File: src/rtl/ctrl_conv_input.sv
`default_nettype none
// ============================================================================
//  Module   : ctrl_conv_input
//  Purpose  : Input-side controller for the convolution datapath. Terminates
//             the X-sample and F-coefficient valid/ready streams, generates
//             write strobes/addresses for the X and F memories, and raises
//             conv_start (level) once both memories are full, holding it
//             until the output controller pulses conv_done.
//  Ports    : clk, reset         - clock, synchronous active-high reset
//             s_valid_x/s_ready_x - X sample stream handshake
//             s_valid_f/s_ready_f - F coefficient stream handshake
//             x_wr_en/x_wr_addr   - X memory write port (zero latency)
//             f_wr_en/f_wr_addr   - F memory write port (zero latency)
//             conv_start          - both memories loaded, convolution running
//             conv_done           - one-cycle pulse, convolution finished
//  Revision : 1.0 - initial release
// ============================================================================
module ctrl_conv_input #(
  parameter int unsigned F_MEM_SIZE       = 4,
  parameter int unsigned X_MEM_SIZE       = 8,
  parameter int unsigned X_MEM_ADDR_WIDTH = 3,
  parameter int unsigned F_MEM_ADDR_WIDTH = 2
) (
  input  logic                        clk,
  input  logic                        reset,
  input  logic                        s_valid_x,
  output logic                        s_ready_x,
  input  logic                        s_valid_f,
  output logic                        s_ready_f,
  output logic                        x_wr_en,
  output logic [X_MEM_ADDR_WIDTH-1:0] x_wr_addr,
  output logic                        f_wr_en,
  output logic [F_MEM_ADDR_WIDTH-1:0] f_wr_addr,
  output logic                        conv_start,
  input  logic                        conv_done
);

  localparam logic [X_MEM_ADDR_WIDTH-1:0] c_X_LAST = X_MEM_ADDR_WIDTH'(X_MEM_SIZE - 1);
  localparam logic [F_MEM_ADDR_WIDTH-1:0] c_F_LAST = F_MEM_ADDR_WIDTH'(F_MEM_SIZE - 1);

  typedef enum logic [0:0] {
    ST_LOAD = 1'b0,
    ST_CONV = 1'b1
  } state_t;

  state_t                      r_state;
  state_t                      w_state_nxt;
  logic [X_MEM_ADDR_WIDTH-1:0] r_x_cnt;
  logic [F_MEM_ADDR_WIDTH-1:0] r_f_cnt;
  logic                        r_x_full;
  logic                        r_f_full;
  logic                        r_conv_start;

  logic                        w_x_full_nxt;
  logic                        w_f_full_nxt;

  // Ready depends only on state and the full flags, never on valid.
  assign s_ready_x  = (r_state == ST_LOAD) && !r_x_full;
  assign s_ready_f  = (r_state == ST_LOAD) && !r_f_full;
  assign x_wr_en    = s_valid_x && s_ready_x;
  assign f_wr_en    = s_valid_f && s_ready_f;
  assign x_wr_addr  = r_x_cnt;
  assign f_wr_addr  = r_f_cnt;
  assign conv_start = r_conv_start;

  // Full flags as they will be after this edge. Using these (rather than the
  // registered flags) for the LOAD->CONV decision gives conv_start exactly one
  // cycle of latency after the final handshake. The flags are needed at all
  // because the counters wrap to 0 when the memory size is a power of two.
  assign w_x_full_nxt = r_x_full || (x_wr_en && (r_x_cnt == c_X_LAST));
  assign w_f_full_nxt = r_f_full || (f_wr_en && (r_f_cnt == c_F_LAST));

  always_comb begin
    w_state_nxt = r_state;
    case (r_state)
      ST_LOAD: if (w_x_full_nxt && w_f_full_nxt) w_state_nxt = ST_CONV;
      ST_CONV: if (conv_done)                    w_state_nxt = ST_LOAD;
      default:                                   w_state_nxt = ST_LOAD;
    endcase
  end

  always_ff @(posedge clk) begin
    if (reset) begin
      r_state      <= ST_LOAD;
      r_x_cnt      <= '0;
      r_f_cnt      <= '0;
      r_x_full     <= 1'b0;
      r_f_full     <= 1'b0;
      r_conv_start <= 1'b0;
    end else begin
      r_state <= w_state_nxt;
      if (r_state == ST_LOAD) begin
        if (x_wr_en) r_x_cnt <= (r_x_cnt == c_X_LAST) ? '0 : r_x_cnt + 1'b1;
        if (f_wr_en) r_f_cnt <= (r_f_cnt == c_F_LAST) ? '0 : r_f_cnt + 1'b1;
        r_x_full     <= w_x_full_nxt;
        r_f_full     <= w_f_full_nxt;
        r_conv_start <= w_x_full_nxt && w_f_full_nxt;
      end else if (conv_done) begin
        // Convolution finished: reopen both streams from address 0.
        r_x_cnt      <= '0;
        r_f_cnt      <= '0;
        r_x_full     <= 1'b0;
        r_f_full     <= 1'b0;
        r_conv_start <= 1'b0;
      end
    end
  end

endmodule
`default_nettype wire

File: config.mk
export PLATFORM = sky130hd
export DESIGN_NAME = ctrl_conv_input
export DESIGN_NICKNAME = d
export VERILOG_FILES = /design/src/rtl/ctrl_conv_input.sv
export SDC_FILE = /design/constraint.sdc
export NUM_CORES = 1
export LEC_CHECK = 0
export CAP_MARGIN = 20
export CORE_AREA = 2 2 39 41
export DETAILED_ROUTE_END_ITERATION = 16
export DIE_AREA = 0 0 41 43
export PLACE_DENSITY = 0.57
export SLEW_MARGIN = 20
export SYNTH_ARGS = -nofsm -noshare
export SYNTH_HDL_FRONTEND = slang
export SYNTH_SLANG_ARGS = --single-unit
File: constraint.sdc
create_clock -name clk -period 2.57 [get_ports clk]
set_clock_uncertainty 0.15 [all_clocks]
set_input_delay 0.3855 -clock clk [delete_from_list [all_inputs] [get_ports clk]]
set_output_delay 0.3855 -clock clk [all_outputs]
set_load 0.01 [all_outputs]
# --- After elaboration in Yosys (flattened, before gate mapping) ---
# Index checks and enable logic that the tools add are counted.
op_classes:
  add_sub_neg: 2
  n_reduce_logical: 15
  div: 0
  eq_ne: 3
  shift: 0
  mul: 0
  order_cmp: 0
  n_bitwise: 1
  muxes: 15
op_table:
  columns: ["operator", "n"]
  rows:
  - ["$mux 3", 4]
  - ["$mux 2", 4]
  - ["$logic_and 1x1->1", 7]
  - ["$mux 1", 6]
  - ["$reduce_and 2->1", 2]
  - ["$reduce_bool 2->1", 2]
  - ["$add 3x1->3 const B", 1]
  - ["$eq 3x3->1 const B", 1]
  - ["$add 2x1->2 const B", 1]
  - ["$eq 2x2->1 const B", 1]
  - ["$logic_not 1->1", 2]
  - ["$logic_or 1x1->1", 2]
  - ["$ne 2x2->1 const B", 1]
  - ["$pmux 1 s2", 1]
  - ["$not 1->1", 1]
word_totals:
  ff_bits: 9
  mem_bits_rw: 0
  mem_count: 0
  output_inout_bits: 10
  latchBits: 0
  in_bits: 5
  mem_bits_ro: 0
  wordCells: 42

# --- Depth between registers and ports, before layout ---
logic_depth:
  word_depth: 8
  mapped_depth: 5
  depth_no_buf: 5

# --- Least setup slack after synthesis ---
# OpenSTA, ideal clock, no wires.
synth_timing:
  path_kind: "reg2out"
  startpoint: "register r_state"
  endpoint: "output x_wr_en"
  required_time_ps: 2034
  path_stages_with_launch: 4
  slack_ps: 1053
  t_arrival_ps: 981
  path_buffers: 1
  cell_sequence: "dfxtp_1 > buf_2 > or3b_1 > inv_1"
synth_between:
  elab_chain_cells: 3
synth_rtl:
  columns: ["element", "line_no", "source"]
  rows:
  - ["from (decl)", "46", "state_t r_state;"]
  - ["from (signal assigned)", "91", "r_state <= w_state_nxt;"]
  - ["$not 1->1", null, null]
  - ["$logic_and 1x1->1", "58", "assign s_ready_x = (r_state == ST_LOAD) && !r_x_full;"]
  - ["$logic_and 1x1->1", "60", "assign x_wr_en = s_valid_x && s_ready_x;"]
  - ["to (decl)", "30", "output logic x_wr_en,"]
# No other way between the ends.

# --- Worst setup path after layout ---
layout_timing:
  startpoint: "input s_valid_x"
  endpoint: "output x_wr_en"
layout_between:
  elab_chain_cells: 1
layout_rtl:
  columns: ["element", "line_no", "source"]
  rows:
  - ["from (decl)", "26", "input logic s_valid_x,"]
  - ["$logic_and 1x1->1", "60", null]
# No other way between the ends.

==> results.txt <==
The number of enable flip-flop cells after synthesis is 0. The logs give 2 for the first-pass detailed-route iteration total and 0 for the number of gates given a new drive strength after cts. Data on the critical path arrives at its endpoint at 1930 ps. The standby leakage power is 0.2502 nW. The final layout contains 73 nets.

The tools report the net switching power as 0.00007225 W. The number of different library cells used by synthesis comes to 20. Synthesis produced a netlist whose cell count is 48.

The run finished with clean final reports. In this run the most critical hold path is launched from conv_start. Clock tree synthesis inserted a total of 3 buffers.

Worst min-delay path category: flop to flop. The tightest slew margin relative to the limit was 77.31%; the synthesized-area fraction occupied by ao, oa, aoi and oai cells was 14.24%. Setup repair after global routing left no endpoint under its margin.

The finished cells cover 590.6 µm². The average vias per placed instance was 4.850. The routed layout has 388 vias.

For this design, the slowest cell found on the critical path is clkdlybuf4s50_1. In the final routed layout, each cell accounts on average for 10.38 µm. Of the total synthesized cell area, the portion taken by XOR and XNOR cells is 0%. Summing all flip-flop and latch instances after layout gives 180.2 µm².

The signal on the critical path passes through clkdlybuf4s50_1 -> or3b_1 -> inv_1 -> clkdlybuf4s50_1. Across the run, the number of max-cap violations was 0. The worst endpoint required time is 2030 ps, and the stage delay of the slowest cell on the critical path is 550 ps. The tree is rooted in a clkbuf_4.

The number of hold buffers added after CTS was 0. Detailed placement finished with a half-perimeter wire length of 626.4 µm. Sequential cells were found to cover 43.64% of the synthesized design area.

TritonCTS built the clock tree. The internal power summed over all cells is 0.0002306 W, and the final critical path time including I/O delays and setup is 2465 ps. The floorplan step set the die width to 41 µm. The final number of hold-violating endpoints was 0.

Counting every net in the synthesized netlist gives 56. The first global-routing pass estimated 1414 µm of wire. The tools report the number of global-route vias before repair as 332.

The number of antenna violations at the first check in global routing was 0; the average instance area after synthesis was 8.602 µm². The adder and majority gate portion of the synthesized area came out at 9.091%. The worst register-to-register path begins at r_state. The run gives 412.9 µm² as the cell area after synthesis.

The maximum number of pins on one net before global-route repair is 12, and the maximum fanout count along the critical path is 4. Synthesis-stage register bit count: 9. Global routing used 12.07% of the available tracks across all layers. The type of element launching the critical path is an input pin. The count of port buffers added during placement is 14, and the number of inserted diodes is 0. For the final routed database, the setup TNS stands at 0 ps. The share of flip-flops with an asynchronous set or reset is 0%, and the initial core utilization is 29.84%.

The pre-CTS setup slack was 102.6 ps; the H-tree depth was 1. The start-to-end type of the worst setup path is input pin to output port. The buffers plus inverters on the worst setup path is 3, and the final wirelength is 830 µm. The layout has 143 filler cells.

The tools report the critical path capture point type as an output port. The standard cell core area was 0.001384 mm²; the fraction of power spent switching nets was 23.85%. For the register share of total power, the log shows 49.4%. The most used flip-flop cell after synthesis is dfxtp_1. The multi-input combinational cells in the finished layout cover a total of 212.7 µm². The share of layout cells above drive strength 1 was 7.813%; the area share of the largest cell type after synthesis was 43.64%.

For the part of the power in combinational logic, the log shows 14.3%. By area the synthesized netlist is led by dfxtp_1, ha_1, a21oi_1, nand3_1, nor2_1. After global routing the overflow that remains totals 0. The post-route worst setup slack was 104.7 ps. The power per standard cell area was 512.8 mW/mm². The placement row count came out at 14.

Cell repeated most along the worst path: clkdlybuf4s50_1. Tracing the worst setup path back leads to its startpoint at s_valid_x. The family with the most delay on the worst path was buffers and inverters. Placer congestion estimate: 0.6806. The die boundary height was 43 µm. By count the netlist is led by dfxtp_1, a21oi_1, nand3_1. The I/O pin count was 15; the number of clock sinks was 9.

After synthesis, the share of cell area in mux cells is 0%. For the cell area after placement, the log shows 564.3 µm². Based on the critical path, the design can be clocked at up to 0.4056 GHz. The run gives 0.2098 mV as the peak ir drop on the vdd network. From synthesis to final layout, the design area changed by 43.03%. For this run, the number of Yosys warnings is 0.

After clock tree synthesis, the clock-pin slew on the worst setup and hold paths is 60 ps. Once detail routing completed, the nets flagged for antenna violations numbered 0. The final-report max-slew violation count was 0; the slew at the pin with the worst max-slew slack was 339.9 ps. By instance count, the leading cell after synthesis is dfxtp_1. Setup violations remaining at the end of the flow were counted as 0. The clock network is responsible for 36.4% of the overall power. The clock passes through at most 2 buffers.

The final critical path takes up 95.92% of the cycle. Once the clock tree was built, the setup fixing pass inserted 0 buffers. The floorplan step defined a die boundary enclosing 0.001763 mm². For the worst-skew pair, the clock arrives at the later sink with an insertion delay of 260 ps.

After synthesis, the largest family of logic cells by area is simple AND/OR/NAND/NOR gates. Cell accounting for the most synthesized area: dfxtp_1. For this block, the initial DRC count from the detailed router was 2.

The synthesized netlist devotes 28.18% of its cell area to simple gates. After detailed routing, the number of remaining DRC violations is 0.
## layout by cell type (no fill, tap or decap)
cell	n
a21boi_0	1
a21o_1	1
a21oi_1	7
a2bb2oi_1	1
clkbuf_1	1
clkbuf_4	3
clkdlybuf4s50_1	14
dfxtp_1	9
ha_1	3
inv_1	3
nand2_1	3
nand3_1	6
nand3b_1	1
nor2_1	4
nor3_1	1
nor3b_1	1
nor4_1	1
or2_2	1
or3b_1	1
or3b_4	1
or4_1	1
## final timing paths
| kind | end | slack, ps | cells after the start |
|---|---|---|---|
| min | conv_start | 310 | 1 |
| max | x_wr_en | 100 | 4 |
| max reg2reg | f_wr_addr[0] | 990 | 3 |
| min reg2reg | conv_start | 310 | 1 |
## state kept, by name (all words and copies together) (netlist names)
name and flops:
conv_start 1, f_wr_addr 2, r_f_full 1, r_state 1, r_x_full 1, x_wr_addr 3
## kinds of logic after synthesis
logic type | after synthesis
buffers and inverters | 5
adders and majority gates | 3
DFF | 9
and+or+nand+nor | 21
AOI/OAI and AO/OA | 10
## worst reg2reg max path, cell delays in order, from the launching register on
cell and delay, ps:
dfxtp_1 410, or3b_4 430, or4_1 400, a21oi_1 120
## layer usage
metal,vias up,track usage [%],wire (µm)
met4,0,4.000,0
met5,-,0,0
met3,0,7.853,62
li1,202,-,-
met2,13,14.69,340
met1,173,16.83,427
## stage by stage
stage | power, W | instances | util (%) | hold WS, ps
2_1_floorplan | 0.0001729 | 48 | - | 347.4
3_3_place_gp | 0.0001964 | 76 | 40.78 | 291.4
3_5_place_dp | 0.0001965 | 76 | 40.78 | 292.8
4_1_cts | 0.0003083 | 80 | 42.68 | 311.6
5_1_grt | 0.0003215 | 80 | 42.68 | 336.2
6_report | 0.0003029 | 80 | 42.68 | 311.2
## final cells by class
| type | count | share of cell area (%) |
|---|---|---|
| Inverter | 3 | 1.907 |
| Sequential cell | 9 | 30.51 |
| Tap cell | 16 | 3.390 |
| Timing Repair Buffer | 14 | 23.73 |
| Multi-Input combinational cell | 34 | 36.02 |
| Clock buffer | 4 | 4.449 |
## power by group through the flow
stage               clock (W)  sequential, W  combinational, W
global placement            0       0.000153         0.0000436
floorplan                   0       0.000154         0.0000184
global route         0.000123       0.000150         0.0000485
detailed placement          0       0.000153         0.0000437
finish               0.000110       0.000149         0.0000432
CTS                  0.000115       0.000150         0.0000438
Power figures use the tool's default switching activity.
